[config.mk]
export PLATFORM = sky130hd
export DESIGN_NAME = hrv_rmssd_stream_flat
export DESIGN_NICKNAME = d
export VERILOG_FILES = /design/src/rtl/hrv_pkg.sv /design/src/rtl/hrv_rmssd_stream_if.sv /design/src/rtl/hrv_isqrt.sv /design/src/rtl/hrv_rmssd_stream.sv /design/src/flat_wrapper.sv
export SDC_FILE = /design/constraint.sdc
export NUM_CORES = 1
export LEC_CHECK = 0
export ABC_AREA = 1
export CORE_MARGIN = 4
export CORE_UTILIZATION = 50
export CTS_CLUSTER_SIZE = 10
export DETAILED_ROUTE_END_ITERATION = 10
export PLACE_DENSITY = 0.63
export SLEW_MARGIN = 10
export SYNTH_ARGS = -nofsm -noshare
export SYNTH_HDL_FRONTEND = slang
export SYNTH_SLANG_ARGS = --single-unit
[constraint.sdc]
create_clock -name clk -period 14.3 [get_ports clk]
set_clock_uncertainty 0.15 [all_clocks]
set_input_delay 2.86 -clock clk [delete_from_list [all_inputs] [get_ports clk]]
set_output_delay 2.86 -clock clk [all_outputs]
set_load 0.01 [all_outputs]
[src/rtl/hrv_pkg.sv]
// Shared types and constants for the HRV RMSSD datapath.
package hrv_pkg;

    typedef enum logic [2:0] {
        ST_IDLE,
        ST_DIFF,
        ST_UPDATE,
        ST_SQRT,
        ST_OUT
    } state_t;

    // Default geometry; instances may override through their own parameters.
    localparam int unsigned RR_W_DEF     = 12;
    localparam int unsigned LOG2_N_DEF   = 3;
    localparam int unsigned MAX_DIFF_DEF = 200;
    localparam int unsigned N            = 1 << LOG2_N_DEF;
    localparam int unsigned SQ_W         = 2 * RR_W_DEF;
    localparam int unsigned SUM_W        = SQ_W + LOG2_N_DEF;

    // Unsigned |a - b| without wrap: compare first, then subtract.
    function automatic logic [31:0] abs_diff(input logic [31:0] a, input logic [31:0] b);
        return (a >= b) ? (a - b) : (b - a);
    endfunction

endpackage

[src/rtl/hrv_rmssd_stream_if.sv]
// RR-interval input handshake and RMSSD result bundle.
interface hrv_rmssd_stream_if #(
    parameter int unsigned RR_W = 12
) ();
    logic            clear;
    logic            rr_valid;
    logic            rr_ready;
    logic [RR_W-1:0] rr_data;
    logic            rmssd_valid;
    logic [RR_W-1:0] rmssd_data;
    logic            window_full;
    logic            artifact;

    modport master (
        output clear, rr_valid, rr_data,
        input  rr_ready, rmssd_valid, rmssd_data, window_full, artifact
    );

    modport slave (
        input  clear, rr_valid, rr_data,
        output rr_ready, rmssd_valid, rmssd_data, window_full, artifact
    );
endinterface

[src/rtl/hrv_isqrt.sv]
// Restoring integer square root, one result bit per cycle.
// The start cycle already performs the first iteration, so done rises
// OUT_W cycles after start and root is valid while done is high.
module hrv_isqrt import hrv_pkg::*; #(
    parameter int unsigned IN_W  = SQ_W,
    parameter int unsigned OUT_W = RR_W_DEF
) (
    input  logic             clk,
    input  logic             rst_n,
    input  logic             abort,
    input  logic             start,
    input  logic [IN_W-1:0]  radicand,
    output logic             busy,
    output logic             done,
    output logic [OUT_W-1:0] root
);
    localparam int unsigned CNT_W = $clog2(OUT_W + 1);

    logic [IN_W-1:0]  rad_q, src_rad, nxt_rad;
    logic [OUT_W+1:0] rem_q, src_rem, nxt_rem;
    logic [OUT_W-1:0] root_q, src_root, nxt_root;
    logic [OUT_W+3:0] rem_sh, trial;
    logic [CNT_W-1:0] cnt_q;

    // One restoring step on either fresh operands (start) or the running state.
    always_comb begin
        src_rem  = start ? '0 : rem_q;
        src_root = start ? '0 : root_q;
        src_rad  = start ? radicand : rad_q;
        rem_sh   = {src_rem, src_rad[IN_W-1 -: 2]};
        trial    = {2'b00, src_root, 2'b01};
        nxt_rad  = src_rad << 2;
        if (rem_sh >= trial) begin
            nxt_rem  = (OUT_W + 2)'(rem_sh - trial);
            nxt_root = {src_root[OUT_W-2:0], 1'b1};
        end else begin
            nxt_rem  = (OUT_W + 2)'(rem_sh);
            nxt_root = {src_root[OUT_W-2:0], 1'b0};
        end
    end

    // Iteration sequencing and result registers.
    always_ff @(posedge clk) begin
        if (!rst_n || abort) begin
            rad_q  <= '0;
            rem_q  <= '0;
            root_q <= '0;
            cnt_q  <= '0;
            busy   <= 1'b0;
            done   <= 1'b0;
        end else begin
            done <= 1'b0;
            if (start) begin
                rad_q  <= nxt_rad;
                rem_q  <= nxt_rem;
                root_q <= nxt_root;
                cnt_q  <= CNT_W'(1);
                busy   <= 1'b1;
            end else if (busy) begin
                rad_q  <= nxt_rad;
                rem_q  <= nxt_rem;
                root_q <= nxt_root;
                cnt_q  <= cnt_q + 1'b1;
                if (cnt_q == CNT_W'(OUT_W - 1)) begin
                    busy <= 1'b0;
                    done <= 1'b1;
                end
            end
        end
    end

    assign root = root_q;

endmodule

[src/rtl/hrv_rmssd_stream.sv]
// Sliding-window RMSSD over the last 2**LOG2_N squared successive RR differences.
module hrv_rmssd_stream import hrv_pkg::*; #(
    parameter int unsigned RR_W     = RR_W_DEF,
    parameter int unsigned LOG2_N   = LOG2_N_DEF,
    parameter int unsigned MAX_DIFF = MAX_DIFF_DEF
) (
    input  logic               clk,
    input  logic               rst_n,
    hrv_rmssd_stream_if.slave  s
);
    localparam int unsigned WIN_N  = 1 << LOG2_N;
    localparam int unsigned WSQ_W  = 2 * RR_W;
    localparam int unsigned WSUM_W = WSQ_W + LOG2_N;
    localparam int unsigned FILL_W = LOG2_N + 1;
    localparam logic [RR_W:0] MAX_D = (RR_W + 1)'(MAX_DIFF);

    state_t              state;
    logic [RR_W-1:0]     rr_lat, prev_q, diff;
    logic                prev_valid;
    logic [WSQ_W-1:0]    sq_q, sq_calc, old_sq;
    logic [WSQ_W-1:0]    win_buf [WIN_N];
    logic [LOG2_N-1:0]   wp_q;
    logic [FILL_W-1:0]   fill_q, fill_next;
    logic [WSUM_W-1:0]   sum_q, sum_next;
    logic [RR_W-1:0]     rmssd_q, sq_root;
    logic                rmssd_valid_q, artifact_q, full_q;
    logic                sq_start, sq_busy, sq_done;

    // Difference, square and the candidate window sum for the current sample.
    always_comb begin
        diff      = RR_W'(abs_diff(32'(rr_lat), 32'(prev_q)));
        sq_calc   = WSQ_W'(diff) * WSQ_W'(diff);
        old_sq    = (fill_q == FILL_W'(WIN_N)) ? win_buf[wp_q] : '0;
        sum_next  = sum_q + WSUM_W'(sq_q) - WSUM_W'(old_sq);
        fill_next = (fill_q == FILL_W'(WIN_N)) ? fill_q : fill_q + 1'b1;
        sq_start  = (state == ST_UPDATE) && (fill_next == FILL_W'(WIN_N));
    end

    // Squared-difference ring; stale entries are masked by the fill count.
    always_ff @(posedge clk) begin
        if (state == ST_UPDATE) begin
            win_buf[wp_q] <= sq_q;
        end
    end

    // Control FSM with registered result, pulse and status outputs.
    always_ff @(posedge clk) begin
        if (!rst_n || s.clear) begin
            state         <= ST_IDLE;
            rr_lat        <= '0;
            prev_q        <= '0;
            prev_valid    <= 1'b0;
            sq_q          <= '0;
            wp_q          <= '0;
            fill_q        <= '0;
            sum_q         <= '0;
            rmssd_q       <= '0;
            rmssd_valid_q <= 1'b0;
            artifact_q    <= 1'b0;
            full_q        <= 1'b0;
        end else begin
            rmssd_valid_q <= 1'b0;
            artifact_q    <= 1'b0;
            case (state)
                ST_IDLE: begin
                    if (s.rr_valid) begin
                        rr_lat <= s.rr_data;
                        state  <= ST_DIFF;
                    end
                end
                ST_DIFF: begin
                    if (!prev_valid) begin
                        prev_q     <= rr_lat;
                        prev_valid <= 1'b1;
                        state      <= ST_IDLE;
                    end else if (rr_lat == '0 || {1'b0, diff} > MAX_D) begin
                        prev_q     <= rr_lat;
                        artifact_q <= 1'b1;
                        state      <= ST_IDLE;
                    end else begin
                        sq_q  <= sq_calc;
                        state <= ST_UPDATE;
                    end
                end
                ST_UPDATE: begin
                    sum_q  <= sum_next;
                    wp_q   <= wp_q + 1'b1;
                    fill_q <= fill_next;
                    prev_q <= rr_lat;
                    full_q <= (fill_next == FILL_W'(WIN_N));
                    state  <= (fill_next == FILL_W'(WIN_N)) ? ST_SQRT : ST_IDLE;
                end
                ST_SQRT: begin
                    if (sq_done && !sq_busy) begin
                        rmssd_q       <= sq_root;
                        rmssd_valid_q <= 1'b1;
                        state         <= ST_OUT;
                    end
                end
                ST_OUT: begin
                    state <= ST_IDLE;
                end
                default: state <= ST_IDLE;
            endcase
        end
    end

    // Root of the window mean; started while the new sum is being committed.
    hrv_isqrt #(
        .IN_W  (WSQ_W),
        .OUT_W (RR_W)
    ) u_isqrt (
        .clk      (clk),
        .rst_n    (rst_n),
        .abort    (s.clear),
        .start    (sq_start),
        .radicand (WSQ_W'(sum_next >> LOG2_N)),
        .busy     (sq_busy),
        .done     (sq_done),
        .root     (sq_root)
    );

    assign s.rr_ready    = rst_n && !s.clear && (state == ST_IDLE);
    assign s.rmssd_valid = rmssd_valid_q;
    assign s.rmssd_data  = rmssd_q;
    assign s.window_full = full_q;
    assign s.artifact    = artifact_q;

endmodule

[src/flat_wrapper.sv]
// flat-port wrapper written by rule: the top's interface ports become plain ports
module hrv_rmssd_stream_flat import hrv_pkg::*;
#(
    parameter int unsigned RR_W     = RR_W_DEF,
    parameter int unsigned LOG2_N   = LOG2_N_DEF,
    parameter int unsigned MAX_DIFF = MAX_DIFF_DEF
)
  (clk, rst_n, s_clear, s_rr_valid, s_rr_data, s_rr_ready, s_rmssd_valid, s_rmssd_data, s_window_full, s_artifact);
  hrv_rmssd_stream_if #(.RR_W(RR_W)) s_i ();
  input  logic clk;
  input  logic rst_n;
  input wire logic [$bits(s_i.clear)-1:0] s_clear;
  input wire logic [$bits(s_i.rr_valid)-1:0] s_rr_valid;
  input wire logic [$bits(s_i.rr_data)-1:0] s_rr_data;
  output wire logic [$bits(s_i.rr_ready)-1:0] s_rr_ready;
  output wire logic [$bits(s_i.rmssd_valid)-1:0] s_rmssd_valid;
  output wire logic [$bits(s_i.rmssd_data)-1:0] s_rmssd_data;
  output wire logic [$bits(s_i.window_full)-1:0] s_window_full;
  output wire logic [$bits(s_i.artifact)-1:0] s_artifact;
  assign s_i.clear = s_clear;
  assign s_i.rr_valid = s_rr_valid;
  assign s_i.rr_data = s_rr_data;
  assign s_rr_ready = s_i.rr_ready;
  assign s_rmssd_valid = s_i.rmssd_valid;
  assign s_rmssd_data = s_i.rmssd_data;
  assign s_window_full = s_i.window_full;
  assign s_artifact = s_i.artifact;
  hrv_rmssd_stream #(.RR_W(RR_W), .LOG2_N(LOG2_N), .MAX_DIFF(MAX_DIFF)) u_core (.clk(clk), .rst_n(rst_n), .s(s_i));
endmodule
==> Word level (Yosys, flattened, before mapping) <==
Memories as Yosys holds them, arrays and structs flattened. A register that Yosys moved wholly into a read port is not among the register bits.
Cells that the tools add are included.
Widths: inputs -> output; s select.
{ "classes": {"n_bitwise": 5, "multipliers": 1, "n_reduce_logical": 22, "add_sub_neg": 8, "eq_ne": 9, "mux": 35, "order_cmp": 3} }
{ "ops": {"columns": ["cell", "count"], "rows": [
  ["$mux 24", 4],
  ["$mux 12", 6],
  ["$mux 14", 4],
  ["$add 27x24->27", 1],
  ["$sub 27x24->27", 1],
  ["$mul 12x12->24", 1],
  ["$pmux 12 s2", 1],
  ["$sub 12x12->12", 2],
  ["$ge 16x14->1", 1],
  ["$mux 3", 5],
  ["$sub 14x14->14", 1],
  ["$eq 4x4->1 const B", 3],
  ["$ge 12x12->1", 1],
  ["$gt 12x8->1 const B", 1],
  ["$logic_not 12->1", 1],
  ["$pmux 3 s4", 1],
  ["$mux 1", 11],
  ["$add 4x1->4 const B", 2],
  ["$reduce_and 2->1", 4],
  ["$eq 3x2->1 const B", 2],
  ["$reduce_or 3->1", 2],
  ["$not 1->1", 5],
  ["$logic_and 1x1->1", 4],
  ["$mux 2", 2],
  ["other kinds (12)", 17]
]} }
{ "word_totals": {"ramBits": 192, "word_cells": 103, "memories": 1, "regBits": 155} }
{ "memory_table": {"columns": ["name", "words", "width", "read_ports", "rd_ports_with_merged_regs", "wr", "line", "text"], "rows": [
  ["u_core.win_buf", 8, 24, 1, 1, 1, "hrv_rmssd_stream.sv:21", "logic [WSQ_W-1:0] win_buf [WIN_N];"]
]} }

==> Logic depth before layout (Yosys ltp) <==
Gate-level depths: netlist of run 1.
{ "logic_depth": {"ltp_word": 9, "depth_mapped": 39, "depth_no_buf": 37} }

==> Hierarchy <==
Synthesis of run 1 repeated with hierarchy kept, for this count alone.
{ "hier_totals": {"cells_unflattened": 2678, "area_unflattened_um2": 21787.1} }
{ "by_module_without_submodules": {"columns": ["module", "n_inst", "area_per_inst_um2", "seq_area_each_um2", "cells_each"], "rows": [
  ["hrv_rmssd_stream", 1, 18509.0, 7587.3, 2176],
  ["hrv_isqrt", 1, 3278.1, 1081.0, 502]
]} }

==> Worst setup path after synthesis of run 1 <==
OpenSTA, ideal clock, no wires.
{ "synth_timing": {"path_type": "in2out", "start": "input port rst_n", "end": "output port s_rr_ready", "t_arrival_ns": 3.748, "n_path_buf": 1, "stages": 5, "slack_ns": 7.542, "cell_sequence": "inv_1 nor2_1 inv_2 clkbuf_1 nor2_1"} }
{ "synth_between": {"elab_chain_cells": 2} }
{ "synth_rtl": {"columns": ["element", "line", "text"], "rows": [
  ["start: declaration", "flat_wrapper.sv:11", "input logic rst_n;"],
  ["$logic_and 1x1->1 (2 in a row)", "hrv_rmssd_stream.sv:123", "assign s.rr_ready = rst_n && !s.clear && (state == ST_IDLE);"],
  ["end: declaration", "flat_wrapper.sv:15", "output wire logic [$bits(s_i.rr_ready)-1:0] s_rr_ready;"]
]} }
No other way between the ends.

==> Worst setup path in the final report of run 1 <==
Same ends and word-level chain as after synthesis.

==> flow_summary.json, run 1 <==
{
  "path_cells": "clkdlybuf4s50_1, inv_1, nor2_4, buf_4, inv_2, buf_4, nor2_1, clkdlybuf4s50_1",
  "drive_gt1_frac": 0.04670,
  "drv_cap": 0,
  "cts.sinks": 341,
  "reg2reg_from": "u_core.prev_q[0]$_SDFFE_PP0P_",
  "yosys-top-cells-area": "edfxtp_1 (26%), dfxtp_1 (15%), fa_1 (10%)",
  "path_delay_family": "buffers and inverters",
  "multi_input_area_um2": 10600,
  "path_clk_slew_ns": 0.05,
  "synth_nets": 2751,
  "diodes": 0,
  "io_buffers": 31,
  "rsz0062_at_grt": "false",
  "synth-seq-cells": 341,
  "slew-limit-headroom": 0.2892,
  "synth_top_family_by_area": "adder cells",
  "fmax_mhz": 123.0,
  "yosys.area_share.xor_xnor": 0.02971,
  "synth_compound_area_frac": 0.1325,
  "ios": 32,
  "end_kind": "output pin",
  "antenna_left": 0,
  "synth.avg_cell_area_um2": 8.486,
  "critPathMaxFanout": 54,
  "grt_max_degree": 93,
  "via_per_inst": 5.325,
  "crit_end": "s_rr_ready",
  "via_count": 16330,
  "cp_num_cells": 8,
  "initialDrtViolationCount": 1145,
  "cts_tree": "yes",
  "die_x_um": 214.0,
  "first_pass_iters": 5,
  "synth_warnings": 0,
  "ys_types": 51,
  "seqCellArea_um2": 8670,
  "core_um2": 41950,
  "netlist_top_cells_count": "inv_1 (407), nand2_1 (357), nor2_1 (340)",
  "arrival_ns": 5.12,
  "fin_crit_sh": 0.5685,
  "antenna_found_initial": 0,
  "status": "finished clean",
  "startpoint": "rst_n",
  "synth_top_area_share": 0.2603,
  "synthSimpleGateAreaFrac": 0.1595,
  "cts_max_level": 2,
  "post_cts_buffers": 0,
  "min_period_ns": 8.129,
  "report.final.slew_viol_count": 0,
  "hold_viol": 0,
  "hold_buffers": 0,
  "yosysSeqAreaShare": 0.4084,
  "synth_flop_cell": "edfxtp_1",
  "synth_fa_ha_area_frac": 0.1761,
  "crit_path_max_incr_delay_ns": 0.56,
  "ctsResizeCount": 0,
  "drt-total-wl_um": 51450,
  "die-height_um": 214.0,
  "max_slew.worst_pin.slew_ns": 1.065,
  "synth.area.mux_share": 0,
  "timing.critical_path.buf_inv": 6,
  "syn2layout_area_growth_pct": 9.309,
  "syn_area_um2": 21220,
  "clk_latency_ns": 0.57,
  "cp-start-kind": "input pin",
  "gp_congestion": 0.8726,
  "critPathKind": "input pin to output pin",
  "min_path_type": "flip-flop to flip-flop",
  "grt-ovfl-total": 0,
  "synth_edf_count": 184,
  "grt_pass1_vias": 16300,
  "hpwl_um": 35780,
  "routedWlPerCell_um": 16.78,
  "synth-async-reset-ratio": 0,
  "cp.required_ns": 11.29,
  "clockBufferDepth": 3,
  "rows": 75,
  "crit_path_top_delay_cell": "clkdlybuf4s50_1",
  "min_path_cells": 2,
  "synth_largest_area_cell": "edfxtp_1",
  "synth_cells": 2501,
  "reg2reg_slack_ns": 6.76,
  "setup_violations": 0,
  "yosysMostFrequentCell": "inv_1",
  "initial_utilization": 0.5060,
  "fillers": 3817,
  "grt_usage": 0.2241,
  "reg2reg_to": "u_core.sq_q[21]$_SDFFE_PP0P_",
  "setup_tns_ns": 0,
  "drc": 0,
  "hold_ws_ns": 0.3088,
  "r2r_cells": 32,
  "grt_pass1_wl_um": 84100,
  "die_area_um2": 45810,
  "fin_nets": 2749,
  "numCtsBuffers": 41,
  "clockRootBuffer": "clkbuf_16"
}
-- metrics by stage --
stage | utilization | instance area [um^2] | worst slack [ns] | instances
floorplan | - | 21220 | 7.542 | 2501
global placement | 0.5241 | 21980 | 6.181 | 2995
detailed placement | 0.5241 | 21980 | 6.225 | 2995
CTS | 0.5531 | 23200 | 6.211 | 3066
global route | 0.5531 | 23200 | 6.043 | 3066
finish | 0.5531 | 23200 | 6.171 | 3066
-- sequential cells by signal, summed over array words and instances, names as in the netlist, 3 cells and up, named ones only --
name                  flops
u_core.u_isqrt.rem_q     14
u_core.s.rmssd_data      12
u_core.u_isqrt.rad_q     22
u_core.sq_q              23
u_core.u_isqrt.root      12
u_core.fill_q             4
u_core.prev_q            12
u_core.rr_lat            12
u_core.wp_q               3
u_core.state              3
u_core.win_buf          184
u_core.sum_q             27
u_core.u_isqrt.cnt_q      4
-- metal layers --
metal / track usage / up-vias / wire length (um)
met4: 0.04560 / 0 / 859
met1: 0.3090 / 7796 / 23900
met5: 0 / - / 0
met3: 0.03202 / 63 / 2590
li1: - / 8110 / -
met2: 0.3818 / 356 / 24100
-- cell usage in the layout (no fill, tap or decap), types with 23 or more instances in the layout --
cell and count:
fa_1 108, dfxtp_1 156, clkbuf_16 41, nand3_1 86
nand2_1 357, a31oi_1 30, inv_1 406, ha_1 126
a21oi_1 166, o21ai_0 212, clkdlybuf4s50_1 31, o22ai_1 23
xor2_1 44, nor2_1 331, edfxtp_1 184, xnor2_1 28
-- tightest hold or removal path, delay by kind of cell (launching register included) --
kind | cells | cell delay, ns
AO/OA/AOI/OAI | 1 | 0.06
buffers and inverters | 1 | 0.06
flip-flops | 1 | 0.29
-- logic make-up after synthesis --
family	count (synthesis)
and+or+nand+nor	827
buffers and inverters	518
AOI/OAI and AO/OA	508
DFF	341
adders and majority gates	234
xor gates and xnor gates	72
other	1
-- layout make-up --
type / count / area share
repair buffers: 50 / 0.01952
well taps: 539 / 0.02907
clock buffers: 65 / 0.04897
multi-input cells: 1642 / 0.4567
inverters: 423 / 0.06855
flip-flops and latches: 341 / 0.3737
clock inverters: 6 / 0.003452
-- worst min path at each step --
stage                                    startpoint                                    to
6_report             u_core.prev_valid$_SDFFE_PP0N_        u_core.prev_valid$_SDFFE_PP0N_
5_1_grt              u_core.prev_valid$_SDFFE_PP0N_        u_core.prev_valid$_SDFFE_PP0N_
4_1_cts        u_core.u_isqrt.rad_q[2]$_SDFFE_PP0P_  u_core.u_isqrt.rad_q[2]$_SDFFE_PP0P_
3_5_place_dp   u_core.u_isqrt.rad_q[2]$_SDFFE_PP0P_  u_core.u_isqrt.rad_q[2]$_SDFFE_PP0P_
3_3_place_gp         u_core.prev_valid$_SDFFE_PP0N_        u_core.prev_valid$_SDFFE_PP0N_
2_1_floorplan  u_core.u_isqrt.rad_q[5]$_SDFFE_PP0P_  u_core.u_isqrt.rad_q[7]$_SDFFE_PP0P_
Power of run 1 is left out: the tool's default activity adds up to more than one toggle a clock period on the data nets, which glitch-free logic cannot reach.
==> inputs of run 2 (changes only) <==
==> constraint.sdc (replaced) <==
create_clock -name clk -period 7.9 [get_ports clk]
set_clock_uncertainty 0.15 [all_clocks]
set_input_delay 1.58 -clock clk [delete_from_list [all_inputs] [get_ports clk]]
set_output_delay 1.58 -clock clk [all_outputs]
set_load 0.01 [all_outputs]
==> flow_summary.json, run 2 (synthesized netlist as in run 1, its figures left out) <==
{
  "crit_path_top_delay_cell": "fa_1",
  "ios": 32,
  "antenna_found_initial": 1,
  "post-route-util": 0.5553,
  "critPathMaxFanout": 13,
  "rows": 75,
  "die_x_um": 214.0,
  "hold_viol": 0,
  "use_met1": 0.3334,
  "grt_max_degree": 87,
  "crit_path_max_incr_delay_ns": 0.54,
  "drt-total-wl_um": 54050,
  "p_int_mw": 5.706,
  "clockBufferDepth": 3,
  "clk_latency_ns": 0.59,
  "p_per_area_nw_per_um2": 467.4,
  "via_count": 16430,
  "slew-limit-headroom": 0.3548,
  "met2_usage": 0.3825,
  "die_area_um2": 45810,
  "fin_nets": 2755,
  "initial_utilization": 0.5060,
  "p_comb_frac": 0.668,
  "sw_frac_of_total": 0.4759,
  "stdcell_area_um2": 23290,
  "critPathKind": "flip-flop to flip-flop",
  "hold_ws_ns": 0.3134,
  "layout_common_cells": "inv_1 (406), nand2_1 (355), nor2_1 (331)",
  "r2r_cells": 34,
  "fin_crit_sh": 0.9260,
  "via_per_inst": 5.346,
  "core_um2": 41950,
  "largest_reg_flops": 184,
  "grt_usage": 0.2353,
  "peakVddDrop_uv": 1196,
  "grt-ovfl-total": 0,
  "hpwl_um": 38210,
  "initialDrtViolationCount": 1221,
  "die-height_um": 214.0,
  "min_path_type": "flip-flop to flip-flop",
  "pwr-share-seq": 0.171,
  "io_buffers": 31,
  "grt-busiest-layer": "met2",
  "clockRootBuffer": "clkbuf_16",
  "drc": 0,
  "reg_top3": "u_core.win_buf x184, u_core.sum_q x27, u_core.sq_q x23",
  "cts_tree": "yes",
  "antenna_left": 0,
  "min_period_ns": 7.315,
  "grt_pass1_vias": 16420,
  "drv_cap": 0,
  "setup_violations": 0,
  "placed_area_um2": 22050,
  "end_kind": "flip-flop",
  "largest-register": "u_core.win_buf",
  "grt_pass1_wl_um": 87510,
  "drive_gt1_frac": 0.04972,
  "gp_congestion": 0.8671,
  "report.final.slew_viol_count": 0,
  "routedWlPerCell_um": 17.59,
  "cp.required_ns": 8.19,
  "cts.sinks": 341,
  "fmax_mhz": 136.7,
  "rsz0062_at_grt": "false",
  "arrival_ns": 7.60,
  "path_clk_slew_ns": 0.06,
  "first_pass_iters": 7,
  "finalWorstSetupSlack_ns": 0.5845,
  "post_cts_buffers": 0,
  "dp_slack_ns": 0.4965,
  "crit_path_frequent_cell": "inv_1",
  "cts_max_level": 2,
  "status": "finished clean",
  "max_slew.worst_pin.slew_ns": 0.9668,
  "cp-start-kind": "flip-flop",
  "min_path_cells": 2,
  "diodes": 0,
  "final_common_cell": "inv_1",
  "clock_power_share": 0.161,
  "setup_tns_ns": 0,
  "syn2layout_area_growth_pct": 9.745,
  "grt.met3_usage": 0.03826,
  "p_leak_nw": 10.14,
  "p_switching_mw": 5.181,
  "numCtsBuffers": 41
}
-- run 2: changes by cell type in the layout (fill, tap and decap cells not counted), sizes merged --
cell      change
inv           -2
clkinvlp      -1
buf           +6
clkinv        +3
bufinv        -1
clkbuf        +2
-- run 2: per-layer routing --
metal,vias to the layer above,share of wire
li1,8119,-
met1,7906,0.47
met2,337,0.46
met3,66,0.049
met4,0,0.021
met5,-,0
-- run 2: area by class of cell --
cell class	instances	area [um^2]
multi-input cells	1642	10600
flip-flops and latches	341	8670
repair buffers	56	523.0
fillers	3870	18650
clock buffers	67	1154
well taps	539	674.4
inverters	423	1590
clock inverters	5	80.08
-- run 2: stage by stage --
step	total power, mW	std cells
floorplan	7.652	2501
global placement	9.094	3001
detailed placement	9.091	3001
CTS	10.93	3073
global route	12.11	3073
finish	10.89	3073
-- run 2: path summary, 6_finish.rpt --
path / slack [ns] / to / startpoint
hold / removal: 0.31 / u_core.prev_valid$_SDFFE_PP0N_ / u_core.prev_valid$_SDFFE_PP0N_
setup reg to reg: 0.58 / u_core.sq_q[21]$_SDFFE_PP0P_ / u_core.rr_lat[0]$_SDFFE_PP0P_
setup / recovery: 0.58 / u_core.sq_q[21]$_SDFFE_PP0P_ / u_core.rr_lat[0]$_SDFFE_PP0P_
hold reg to reg: 0.31 / u_core.prev_valid$_SDFFE_PP0N_ / u_core.prev_valid$_SDFFE_PP0N_
-- run 2: power by group through the flow --
| stage | Clock [mW] | Sequential (mW) | Combinational [mW] |
|---|---|---|---|
| after global routing | 1.87 | 1.86 | 8.38 |
| after detailed placement | 0 | 1.90 | 7.19 |
| final | 1.75 | 1.86 | 7.28 |
| after floorplan | 0 | 1.90 | 5.76 |
| after global placement | 0 | 1.90 | 7.20 |
| after CTS | 1.79 | 1.86 | 7.28 |
-- run 2: worst max-delay path: cells and delay by family, from the launching register on --
family,cells,cell delay [ns]
flip-flops,1,0.33
buffers and inverters,9,0.72
XOR/XNOR,1,0.16
adder cells (fa/ha/maj),8,3.57
AO/OA/AOI/OAI,6,0.83
AND/OR/NAND/NOR,10,1.39
-- run 2: repair_timing --
item,in CTS,in global routing
endpoints found under the setup margin,0,2
gates resized for setup,0,2
hold buffers,0,0
Power figures use the tool's default switching activity.
